--- config.mk ---
export PLATFORM = sky130hd
export DESIGN_NAME = adc_serial_ctrl_flat
export DESIGN_NICKNAME = d
export VERILOG_FILES = /design/src/rtl/adc_pkg.sv /design/src/rtl/adc_serial_ctrl_if.sv /design/src/rtl/adc_serial_ctrl_sclk_gen.sv /design/src/rtl/adc_serial_ctrl.sv /design/src/flat_wrapper.sv
export SDC_FILE = /design/constraint.sdc
export NUM_CORES = 1
export LEC_CHECK = 0
export ABC_CLOCK_PERIOD_IN_PS = 3050
export CORE_MARGIN = 10
export CORE_UTILIZATION = 59
export DETAILED_ROUTE_END_ITERATION = 7
export GPL_TIMING_DRIVEN = 0
export PLACE_DENSITY = 0.76
export SYNTH_ARGS = -nofsm -noshare
export SYNTH_HDL_FRONTEND = slang
export SYNTH_SLANG_ARGS = --single-unit
--- constraint.sdc ---
create_clock -name clk -period 3.05 [get_ports clk]
set_clock_uncertainty 0.15 [all_clocks]
set_input_delay 0.61 -clock clk [delete_from_list [all_inputs] [get_ports clk]]
set_output_delay 0.61 -clock clk [all_outputs]
set_load 0.02 [all_outputs]
--- src/rtl/adc_pkg.sv ---
// Shared definitions for the serial ADC front end: FSM state encoding,
// result width and the default timing constants.
package adc_pkg;

  typedef enum logic [1:0] {
    ST_IDLE,
    ST_SETUP,
    ST_SHIFT,
    ST_CONV
  } adc_state_t;

  localparam int ADC_BITS = 10;

  localparam int DEF_CLK_HALF    = 25;
  localparam int DEF_CS_SETUP    = 70;
  localparam int DEF_CONV_CYCLES = 1100;
  localparam int DEF_HOLD_CYCLES = 25;

  function automatic int max3(input int a, input int b, input int c);
    int m;
    m = (a > b) ? a : b;
    return (m > c) ? m : c;
  endfunction

endpackage

--- src/rtl/adc_serial_ctrl_if.sv ---
// Signal bundle between the ADC controller, the ADC pins and the downstream
// processing block; master is the controller side.
interface adc_serial_ctrl_if;
  import adc_pkg::*;

  logic                en;
  logic                adc_dout;
  logic                adc_cs_n;
  logic                adc_sclk;
  logic [ADC_BITS-1:0] ad_data_out;
  logic                sample_sig;
  logic                busy;

  modport master (
    input  en,
    input  adc_dout,
    output adc_cs_n,
    output adc_sclk,
    output ad_data_out,
    output sample_sig,
    output busy
  );

  modport slave (
    output en,
    output adc_dout,
    input  adc_cs_n,
    input  adc_sclk,
    input  ad_data_out,
    input  sample_sig,
    input  busy
  );

endinterface

--- src/rtl/adc_serial_ctrl_sclk_gen.sv ---
// I/O clock generator: CLK_HALF clocks high then CLK_HALF low per period,
// with single-clock pulses on the last clock of each half.
module sclk_gen #(
  parameter int CLK_HALF = 25,
  parameter int CNT_W    = 5
) (
  input  logic clk,
  input  logic rst,
  input  logic start,      // first high half begins on the next edge
  input  logic run,
  input  logic stop,       // suppresses the rise after the current low half
  output logic sclk,
  output logic sample_pt,  // last clock of a high half
  output logic fall_pt     // last clock of a low half (period complete)
);

  logic [CNT_W-1:0] half_cnt_reg;
  logic             sclk_reg;
  logic             half_end;

  assign half_end  = (half_cnt_reg == CNT_W'(CLK_HALF - 1));
  assign sample_pt = run && sclk_reg && half_end;
  assign fall_pt   = run && !sclk_reg && half_end;
  assign sclk      = sclk_reg;

  always_ff @(posedge clk or posedge rst) begin
    if (rst) begin
      half_cnt_reg <= '0;
      sclk_reg     <= 1'b0;
    end else if (start) begin
      half_cnt_reg <= '0;
      sclk_reg     <= 1'b1;
    end else if (run) begin
      if (half_end) begin
        half_cnt_reg <= '0;
        sclk_reg     <= sclk_reg ? 1'b0 : !stop;
      end else begin
        half_cnt_reg <= half_cnt_reg + 1'b1;
      end
    end else begin
      half_cnt_reg <= '0;
      sclk_reg     <= 1'b0;
    end
  end

endmodule

--- src/rtl/adc_serial_ctrl.sv ---
// TLC1549-style serial ADC controller: runs CS / I/O clock / conversion-wait
// frames while enabled and presents each result as a parallel word plus strobe.
module adc_serial_ctrl
  import adc_pkg::*;
#(
  parameter int CLK_HALF    = DEF_CLK_HALF,
  parameter int CS_SETUP    = DEF_CS_SETUP,
  parameter int CONV_CYCLES = DEF_CONV_CYCLES,
  parameter int HOLD_CYCLES = DEF_HOLD_CYCLES
) (
  input logic               clk,
  input logic               rst,
  adc_serial_ctrl_if.master bus
);

  localparam int CNT_W  = $clog2(max3(CS_SETUP, CONV_CYCLES, CLK_HALF) + 1);
  localparam int HOLD_W = $clog2(HOLD_CYCLES + 1);
  localparam logic [3:0] LAST_BIT = 4'(ADC_BITS - 1);

  adc_state_t          state_reg;
  logic [CNT_W-1:0]    cnt_reg;
  logic [3:0]          bit_cnt_reg;
  logic [ADC_BITS-1:0] shift_reg;
  logic [ADC_BITS-1:0] data_reg;
  logic [HOLD_W-1:0]   hold_cnt_reg;
  logic [1:0]          sync_reg;
  logic                cs_n_reg;
  logic                sample_reg;
  logic                busy_reg;
  logic                first_reg;

  logic setup_done;
  logic in_shift;
  logic last_bit;
  logic sclk;
  logic sample_pt;
  logic fall_pt;

  assign setup_done = (state_reg == ST_SETUP) && (cnt_reg == CNT_W'(CS_SETUP - 1));
  assign in_shift   = (state_reg == ST_SHIFT);
  assign last_bit   = (bit_cnt_reg == LAST_BIT);

  sclk_gen #(
    .CLK_HALF (CLK_HALF),
    .CNT_W    (CNT_W)
  ) u_sclk_gen (
    .clk       (clk),
    .rst       (rst),
    .start     (setup_done),
    .run       (in_shift),
    .stop      (last_bit),
    .sclk      (sclk),
    .sample_pt (sample_pt),
    .fall_pt   (fall_pt)
  );

  // adc_dout is asynchronous to clk
  always_ff @(posedge clk or posedge rst) begin
    if (rst) begin
      sync_reg <= 2'b00;
    end else begin
      sync_reg <= {sync_reg[0], bus.adc_dout};
    end
  end

  always_ff @(posedge clk or posedge rst) begin
    if (rst) begin
      state_reg    <= ST_IDLE;
      cnt_reg      <= '0;
      bit_cnt_reg  <= '0;
      shift_reg    <= '0;
      data_reg     <= '0;
      hold_cnt_reg <= '0;
      cs_n_reg     <= 1'b1;
      sample_reg   <= 1'b0;
      busy_reg     <= 1'b0;
      first_reg    <= 1'b1;
    end else begin
      if (sample_reg) begin
        if (hold_cnt_reg == HOLD_W'(HOLD_CYCLES - 1)) begin
          sample_reg   <= 1'b0;
          hold_cnt_reg <= '0;
        end else begin
          hold_cnt_reg <= hold_cnt_reg + 1'b1;
        end
      end

      case (state_reg)
        ST_IDLE: begin
          if (bus.en) begin
            state_reg <= ST_SETUP;
            cs_n_reg  <= 1'b0;
            busy_reg  <= 1'b1;
            cnt_reg   <= '0;
          end
        end

        ST_SETUP: begin
          if (setup_done) begin
            state_reg   <= ST_SHIFT;
            bit_cnt_reg <= '0;
            cnt_reg     <= '0;
          end else begin
            cnt_reg <= cnt_reg + 1'b1;
          end
        end

        ST_SHIFT: begin
          if (sample_pt) begin
            shift_reg <= {shift_reg[ADC_BITS-2:0], sync_reg[1]};
          end
          if (fall_pt) begin
            if (last_bit) begin
              state_reg <= ST_CONV;
              cs_n_reg  <= 1'b1;
              cnt_reg   <= '0;
              first_reg <= 1'b0;
              // The first frame of a run carries a stale conversion
              if (!first_reg) begin
                data_reg     <= shift_reg;
                sample_reg   <= 1'b1;
                hold_cnt_reg <= '0;
              end
            end else begin
              bit_cnt_reg <= bit_cnt_reg + 1'b1;
            end
          end
        end

        ST_CONV: begin
          if (cnt_reg == CNT_W'(CONV_CYCLES - 1)) begin
            cnt_reg <= '0;
            if (bus.en) begin
              state_reg <= ST_SETUP;
              cs_n_reg  <= 1'b0;
            end else begin
              state_reg <= ST_IDLE;
              busy_reg  <= 1'b0;
              first_reg <= 1'b1;
            end
          end else begin
            cnt_reg <= cnt_reg + 1'b1;
          end
        end

        default: state_reg <= ST_IDLE;
      endcase
    end
  end

  assign bus.adc_cs_n    = cs_n_reg;
  assign bus.adc_sclk    = sclk;
  assign bus.ad_data_out = data_reg;
  assign bus.sample_sig  = sample_reg;
  assign bus.busy        = busy_reg;

endmodule

--- src/flat_wrapper.sv ---
// flat-port wrapper written by rule: the top's interface ports become plain ports
module adc_serial_ctrl_flat import adc_pkg::*;
#(
  parameter int CLK_HALF    = DEF_CLK_HALF,
  parameter int CS_SETUP    = DEF_CS_SETUP,
  parameter int CONV_CYCLES = DEF_CONV_CYCLES,
  parameter int HOLD_CYCLES = DEF_HOLD_CYCLES
)
  (clk, rst, bus_en, bus_adc_dout, bus_adc_cs_n, bus_adc_sclk, bus_ad_data_out, bus_sample_sig, bus_busy);
  adc_serial_ctrl_if bus_i ();
  input logic clk;
  input logic rst;
  input wire logic [$bits(bus_i.en)-1:0] bus_en;
  input wire logic [$bits(bus_i.adc_dout)-1:0] bus_adc_dout;
  output wire logic [$bits(bus_i.adc_cs_n)-1:0] bus_adc_cs_n;
  output wire logic [$bits(bus_i.adc_sclk)-1:0] bus_adc_sclk;
  output wire logic [$bits(bus_i.ad_data_out)-1:0] bus_ad_data_out;
  output wire logic [$bits(bus_i.sample_sig)-1:0] bus_sample_sig;
  output wire logic [$bits(bus_i.busy)-1:0] bus_busy;
  assign bus_i.en = bus_en;
  assign bus_i.adc_dout = bus_adc_dout;
  assign bus_adc_cs_n = bus_i.adc_cs_n;
  assign bus_adc_sclk = bus_i.adc_sclk;
  assign bus_ad_data_out = bus_i.ad_data_out;
  assign bus_sample_sig = bus_i.sample_sig;
  assign bus_busy = bus_i.busy;
  adc_serial_ctrl #(.CLK_HALF(CLK_HALF), .CS_SETUP(CS_SETUP), .CONV_CYCLES(CONV_CYCLES), .HOLD_CYCLES(HOLD_CYCLES)) u_core (.clk(clk), .rst(rst), .bus(bus_i));
endmodule
* Word-level counts from Yosys, hierarchy flattened
Index checks and enable logic that the tools add are counted.
** Storage, ports and cells
- Input bits :: 4
- Output and inout port bits :: 14
- Logic and storage cells :: 104
- Flip-flop bits (word level) :: 60
** Operators by class
- Add/subtract/negate cells :: 4
- Reduce and logical (&&, ||, !) cells :: 20
- Multiplexer cells :: 50
- Equal/unequal tests :: 16
- Bitwise operators :: 1
** Operator list (number)
- 2-to-1 mux 11 bit :: 8
- one-hot mux 11 bit (4 select lines) :: 1
- 2-to-1 mux 5 bit :: 6
- adder 11 x 1 -> 11 bit, second input constant :: 2
- 2-to-1 mux 1 bit :: 22
- AND reduction 4 bit :: 4
- 2-to-1 mux 4 bit :: 3
- == test 11 bit, second input constant :: 1
- == test 11 x 5 -> 1 bit, second input constant :: 1
- == test 11 x 7 -> 1 bit, second input constant :: 1
- 2-to-1 mux 2 bit :: 5
- AND reduction 5 bit :: 2
- != test 2 x 1 -> 1 bit, second input constant :: 4
- one-hot mux 2 bit (4 select lines) :: 1
- one-hot mux 4 bit (2 select lines) :: 1
- != test 2 bit, second input constant :: 3
- nonzero test 2 bit :: 3
- adder 5 x 1 -> 5 bit, second input constant :: 1
- == test 5 bit, second input constant :: 1
- logical AND 1 bit :: 5
- adder 4 x 1 -> 4 bit, second input constant :: 1
- == test 2 bit, second input constant :: 2
- == test 4 bit, second input constant :: 1
- one-hot mux 1 bit (2 select lines) :: 2
- 9 further kinds :: 10

* Depth between registers and ports, before layout
Gate-level depths: netlist of the first run.
- Depth after elaboration :: 7
- Mapped depth :: 9
- Mapped depth without buffers :: 7

* Hierarchy
Synthesis of the first run repeated with hierarchy kept, for this count alone.
** Second synthesis, totals
- Cells, all modules :: 288
- Area total of the unflattened synthesis :: 3064.2 µm²
** By module, submodules not included
- adc_serial_ctrl :: instances 1, sequential area each 1203.7 µm², cells an instance 222, area each 2416.1 µm²
- sclk_gen :: instances 1, sequential area each 300.3 µm², cells an instance 66, area each 648.1 µm²

* Worst setup path before layout of the first run
Ideal clock, no wire load.
- Kind :: reg-to-reg
- From :: register u_core.u_sclk_gen.half_cnt_reg[0]
- To :: register u_core.data_reg[1] (netlist: u_core.bus.ad_data_out[1])
- Slack :: 0.685 ns
- Clock period less this slack :: 2.365 ns
- Data required time :: 2.772 ns
- Library setup time :: 0.128 ns
- Arrival time :: 2.087 ns
- Cell stages (with the launch flop) :: 10
- Path buffers :: 2
- Cells stage by stage :: dfrtp_1 -> inv_1 -> ha_1 -> nor4bb_1 -> and3_1 -> buf_4 -> nand2_1 -> or3_1 -> buf_2 -> mux2_1
** Between the ends
- Cells in the longest elaborated chain, start to end :: 3
** RTL lines
- start, declared :: RTL line adc_serial_ctrl_sclk_gen.sv:17 : logic [CNT_W-1:0] half_cnt_reg;
- start signal, assigned :: RTL line adc_serial_ctrl_sclk_gen.sv:38 : half_cnt_reg <= half_cnt_reg + 1'b1;
- == test 11 x 5 -> 1 bit :: RTL line adc_serial_ctrl_sclk_gen.sv:21 : assign half_end = (half_cnt_reg == CNT_W'(CLK_HALF - 1));
- logical AND 1 bit :: RTL line adc_serial_ctrl_sclk_gen.sv:23 : assign fall_pt = run && !sclk_reg && half_end;
- AND reduction 4 bit (no line)
- end signal, assigned :: RTL line adc_serial_ctrl.sv:120 : data_reg <= shift_reg;
- end, declared :: RTL line adc_serial_ctrl.sv:24 : logic [ADC_BITS-1:0] data_reg;
Every way passes these cells.
A chain may end at the register's enable or synchronous reset.

* Final worst setup path of the first run
- From :: register u_core.bit_cnt_reg[0]
- To :: register u_core.cnt_reg[7]
** Between the ends
- Cells in the longest elaborated chain, start to end :: 3
** RTL lines
- start, declared :: RTL line adc_serial_ctrl.sv:22 : logic [3:0] bit_cnt_reg;
- start signal, assigned :: RTL line adc_serial_ctrl.sv:125 : bit_cnt_reg <= bit_cnt_reg + 1'b1;
- == test 4 bit :: RTL line adc_serial_ctrl.sv:41 : assign last_bit = (bit_cnt_reg == LAST_BIT);
- != test 2 x 1 -> 1 bit (no line)
- AND reduction 3 bit (no line)
- end signal, assigned :: RTL line adc_serial_ctrl.sv:104 : cnt_reg <= cnt_reg + 1'b1;
- end signal, assigned :: RTL line adc_serial_ctrl.sv:142 : cnt_reg <= cnt_reg + 1'b1;
- end, declared :: RTL line adc_serial_ctrl.sv:21 : logic [CNT_W-1:0] cnt_reg;
Every way passes these cells.

==> results of run 1 <==
routing by layer:
metal	part of all wire, %	vias to the layer above	GRT usage, %
li1	-	1079	-
met1	44	1077	17.6
met2	49	54	22.9
met3	4.8	16	4.48
met4	2.2	0	7.57
met5	0	-	0
power groups by stage:
stage | Sequential, mW | Combinational [mW] | Clock [mW]
floorplan | 0.915 | 0.465 | 0
global placement | 0.917 | 0.595 | 0
detailed placement | 0.920 | 0.615 | 0
CTS | 0.906 | 0.620 | 0.690
global route | 0.918 | 0.691 | 0.724
finish | 0.907 | 0.618 | 0.667
cells by family (layout without fill, tap and decap cells):
group / after synthesis / after routing / synth area share (%)
flops: 60 / 60 / 49.7
fa+ha+maj: 12 / 12 / 4.96
xor+xnor: 10 / 10 / 2.89
compound gates: 56 / 56 / 13.9
buf+inv: 24 / 57 / 3.18
mux: 24 / 24 / 8.77
simple gates: 95 / 95 / 16.6
worst min-delay path by stage:
stage                                     to  slack, ns  cells after the start
after global placement    u_core.sync_reg[1]       0.20                      0
after global routing      u_core.sync_reg[1]       0.22                      0
after detailed placement  u_core.sync_reg[1]       0.19                      0
after floorplan           u_core.sync_reg[1]       0.18                      0
after CTS                 u_core.sync_reg[1]       0.21                      0
final                     u_core.sync_reg[1]       0.20                      0
cell type report:
class	count	area share [%]
tap	70	2.51
inverter	17	1.83
buffer	7	0.934
timing repair buffer	18	5.46
multi-input combinational	197	40.9
clock inverter	5	1.54
sequential	60	43.2
clock buffer	10	3.66
synthesized netlist by cell type, drive strengths merged, types with 5 or more instances:
| master | number |
|---|---|
| nand2 | 25 |
| nor2 | 24 |
| mux2 | 20 |
| o21ai | 14 |
| a31oi | 7 |
| xnor2 | 5 |
| xor2 | 5 |
| ha | 12 |
| a21oi | 12 |
| dfrtp | 58 |
| nand3 | 17 |
| inv | 17 |
worst reg2reg max path, delay by kind of cell, from the launching register on:
family                     cells  cell delay (ns)
and+or+nand+nor                3             1.11
AOI/OAI and AO/OA              2             0.73
DFF                            1             0.46
adders and majority gates      1             0.25
==> results.json, run 1 <==
{
  "setup_slack_ns": 0.226,
  "drt_iter0_drc": 148,
  "h-tree-depth": 3,
  "rsz0062_at_grt": "no",
  "cp-endpoint": "u_core.cnt_reg[7]",
  "dpl_cell_area_um2": 3300,
  "gr-total-overflow": 0,
  "synth_top_cell_by_area": "dfrtp_1",
  "post_cts_resize_count": 0,
  "synth_area_um2": 3030,
  "drive_gt1_share_pct": 14.0,
  "synth_top_area_share_pct": 48.0,
  "dp_hpwl_mm": 4.02,
  "ys_seq_area_share_pct": 49.7,
  "power.total_mw": 2.19,
  "pwr-share-seq_pct": 41.4,
  "worstMarginPinSlew_ns": 0.683,
  "cp_data_required_time_ns": 3.11,
  "maxSlewViolCount": 0,
  "yosysWarnings": 0,
  "powerDensity_nw_per_um2": 629,
  "rows": 26,
  "cp_slowest_stage_delay_ns": 0.53,
  "numCtsBuffers": 9,
  "grt_pass1_vias": 2208,
  "antenna_left": 0,
  "clock_tree.root_cell": "clkbuf_8",
  "synth_edf_count": 0,
  "status": "completed",
  "nFillCells": 399,
  "grt_start_max_net_pins": 36,
  "worstSetupPathType": "reg2reg",
  "drc": 0,
  "ff2ff_path_depth": 6,
  "synthArstFlopShare_pct": 100,
  "cts_setup_buffers": 0,
  "core_um2": 5040,
  "hp-start": "u_core.sync_reg[0]",
  "drtPass1Iterations": 4,
  "period_needed_ns": 2.82,
  "net-switching-power_mw": 0.739,
  "p_sw_share_pct": 33.7,
  "vias_per_cell": 5.80,
  "reg2reg_from": "u_core.bit_cnt_reg[0]",
  "grt_use_total_pct": 14.6,
  "relSlewSlack_pct": 54.3,
  "worst-path-buf-inv": 0,
  "cp.arrival_ns": 2.89,
  "syn_inst": 281,
  "drv_cap": 0,
  "syn_to_final_growth_pct": 15.2,
  "synth_area_per_cell_um2": 10.8,
  "fin_cells": 384,
  "syn_nets": 297,
  "final_area_um2": 3480,
  "antenna_found_initial": 0,
  "start_util_pct": 60.0,
  "ys_types": 56,
  "finalSetupViolations": 0,
  "io_buffers": 17,
  "utilization_pct": 69.1,
  "clkPwrFrac_pct": 30.4,
  "final_net_count": 326,
  "clockBufferDepth": 2,
  "peakVddDrop_mv": 0.472,
  "die_h_um": 91.6,
  "drt_wl_total_mm": 5.75,
  "clk_latency_ns": 0.34,
  "synth-main-ff-cell": "dfrtp_1",
  "die_w_um": 91.6,
  "die_area_um2": 8390,
  "cpMaxStageDelayCell": "nor4bb_1",
  "r2r-end": "u_core.cnt_reg[7]",
  "io_pins": 18,
  "dp.cells": 369,
  "ys_ff_latch": 60,
  "pre_cts_slack_ns": 0.316,
  "final_common_cell": "dfrtp_1",
  "multi_input_area_um2": 1430,
  "diodes": 0,
  "endpoint_kind": "flip-flop",
  "p_leak_nw": 1.52,
  "period_share_pct": 92.6,
  "holdWs_ns": 0.205,
  "seq_area_um2": 1500,
  "startpoint": "u_core.bit_cnt_reg[0]",
  "fmax_mhz": 354,
  "cts_hold_buf": 0,
  "hold_path_class": "reg2reg",
  "mostFrequentLayoutCells": "dfrtp_1 (58), nor2_1 (24), nand2_1 (23), nand3_1 (17), clkdlybuf4s50_1 (17)",
  "grt_pass1_wl_mm": 10.2,
  "wl_per_cell_um": 15.0,
  "ys_top_cells_by_area": "dfrtp_1 (48%), ha_1 (5.0%), mux2_1 (3.7%)",
  "cp.depth": 6,
  "p_int_mw": 1.45,
  "gp_congestion": 0.845,
  "cts.clk_slew.worst_paths_ns": 0.07,
  "cp-start-kind": "flip-flop",
  "cts.sinks": 60,
  "rrSetupSlack_ns": 0.23,
  "cp_max_fo": 10,
  "tns_ns": 0,
  "crit_family": "simple AND/OR/NAND/NOR gates",
  "final-hold-violation-count": 0,
  "crit_path_cell_trace": "ha_1 > nor4bb_1 > nand4_1 > a22oi_4 > nand2_2 > o41ai_1",
  "dr_total_vias": 2226,
  "combPwrFrac_pct": 28.2,
  "cts_tree": "done"
}
(Power assumes the default switching activity.)
==> run 2, diff against run 1 <==
- GPL_ROUTABILITY_DRIVEN: unset -> 0
==> results of run 2 <==
Same layout as run 1: the final DEF is identical, and so are final timing and power.
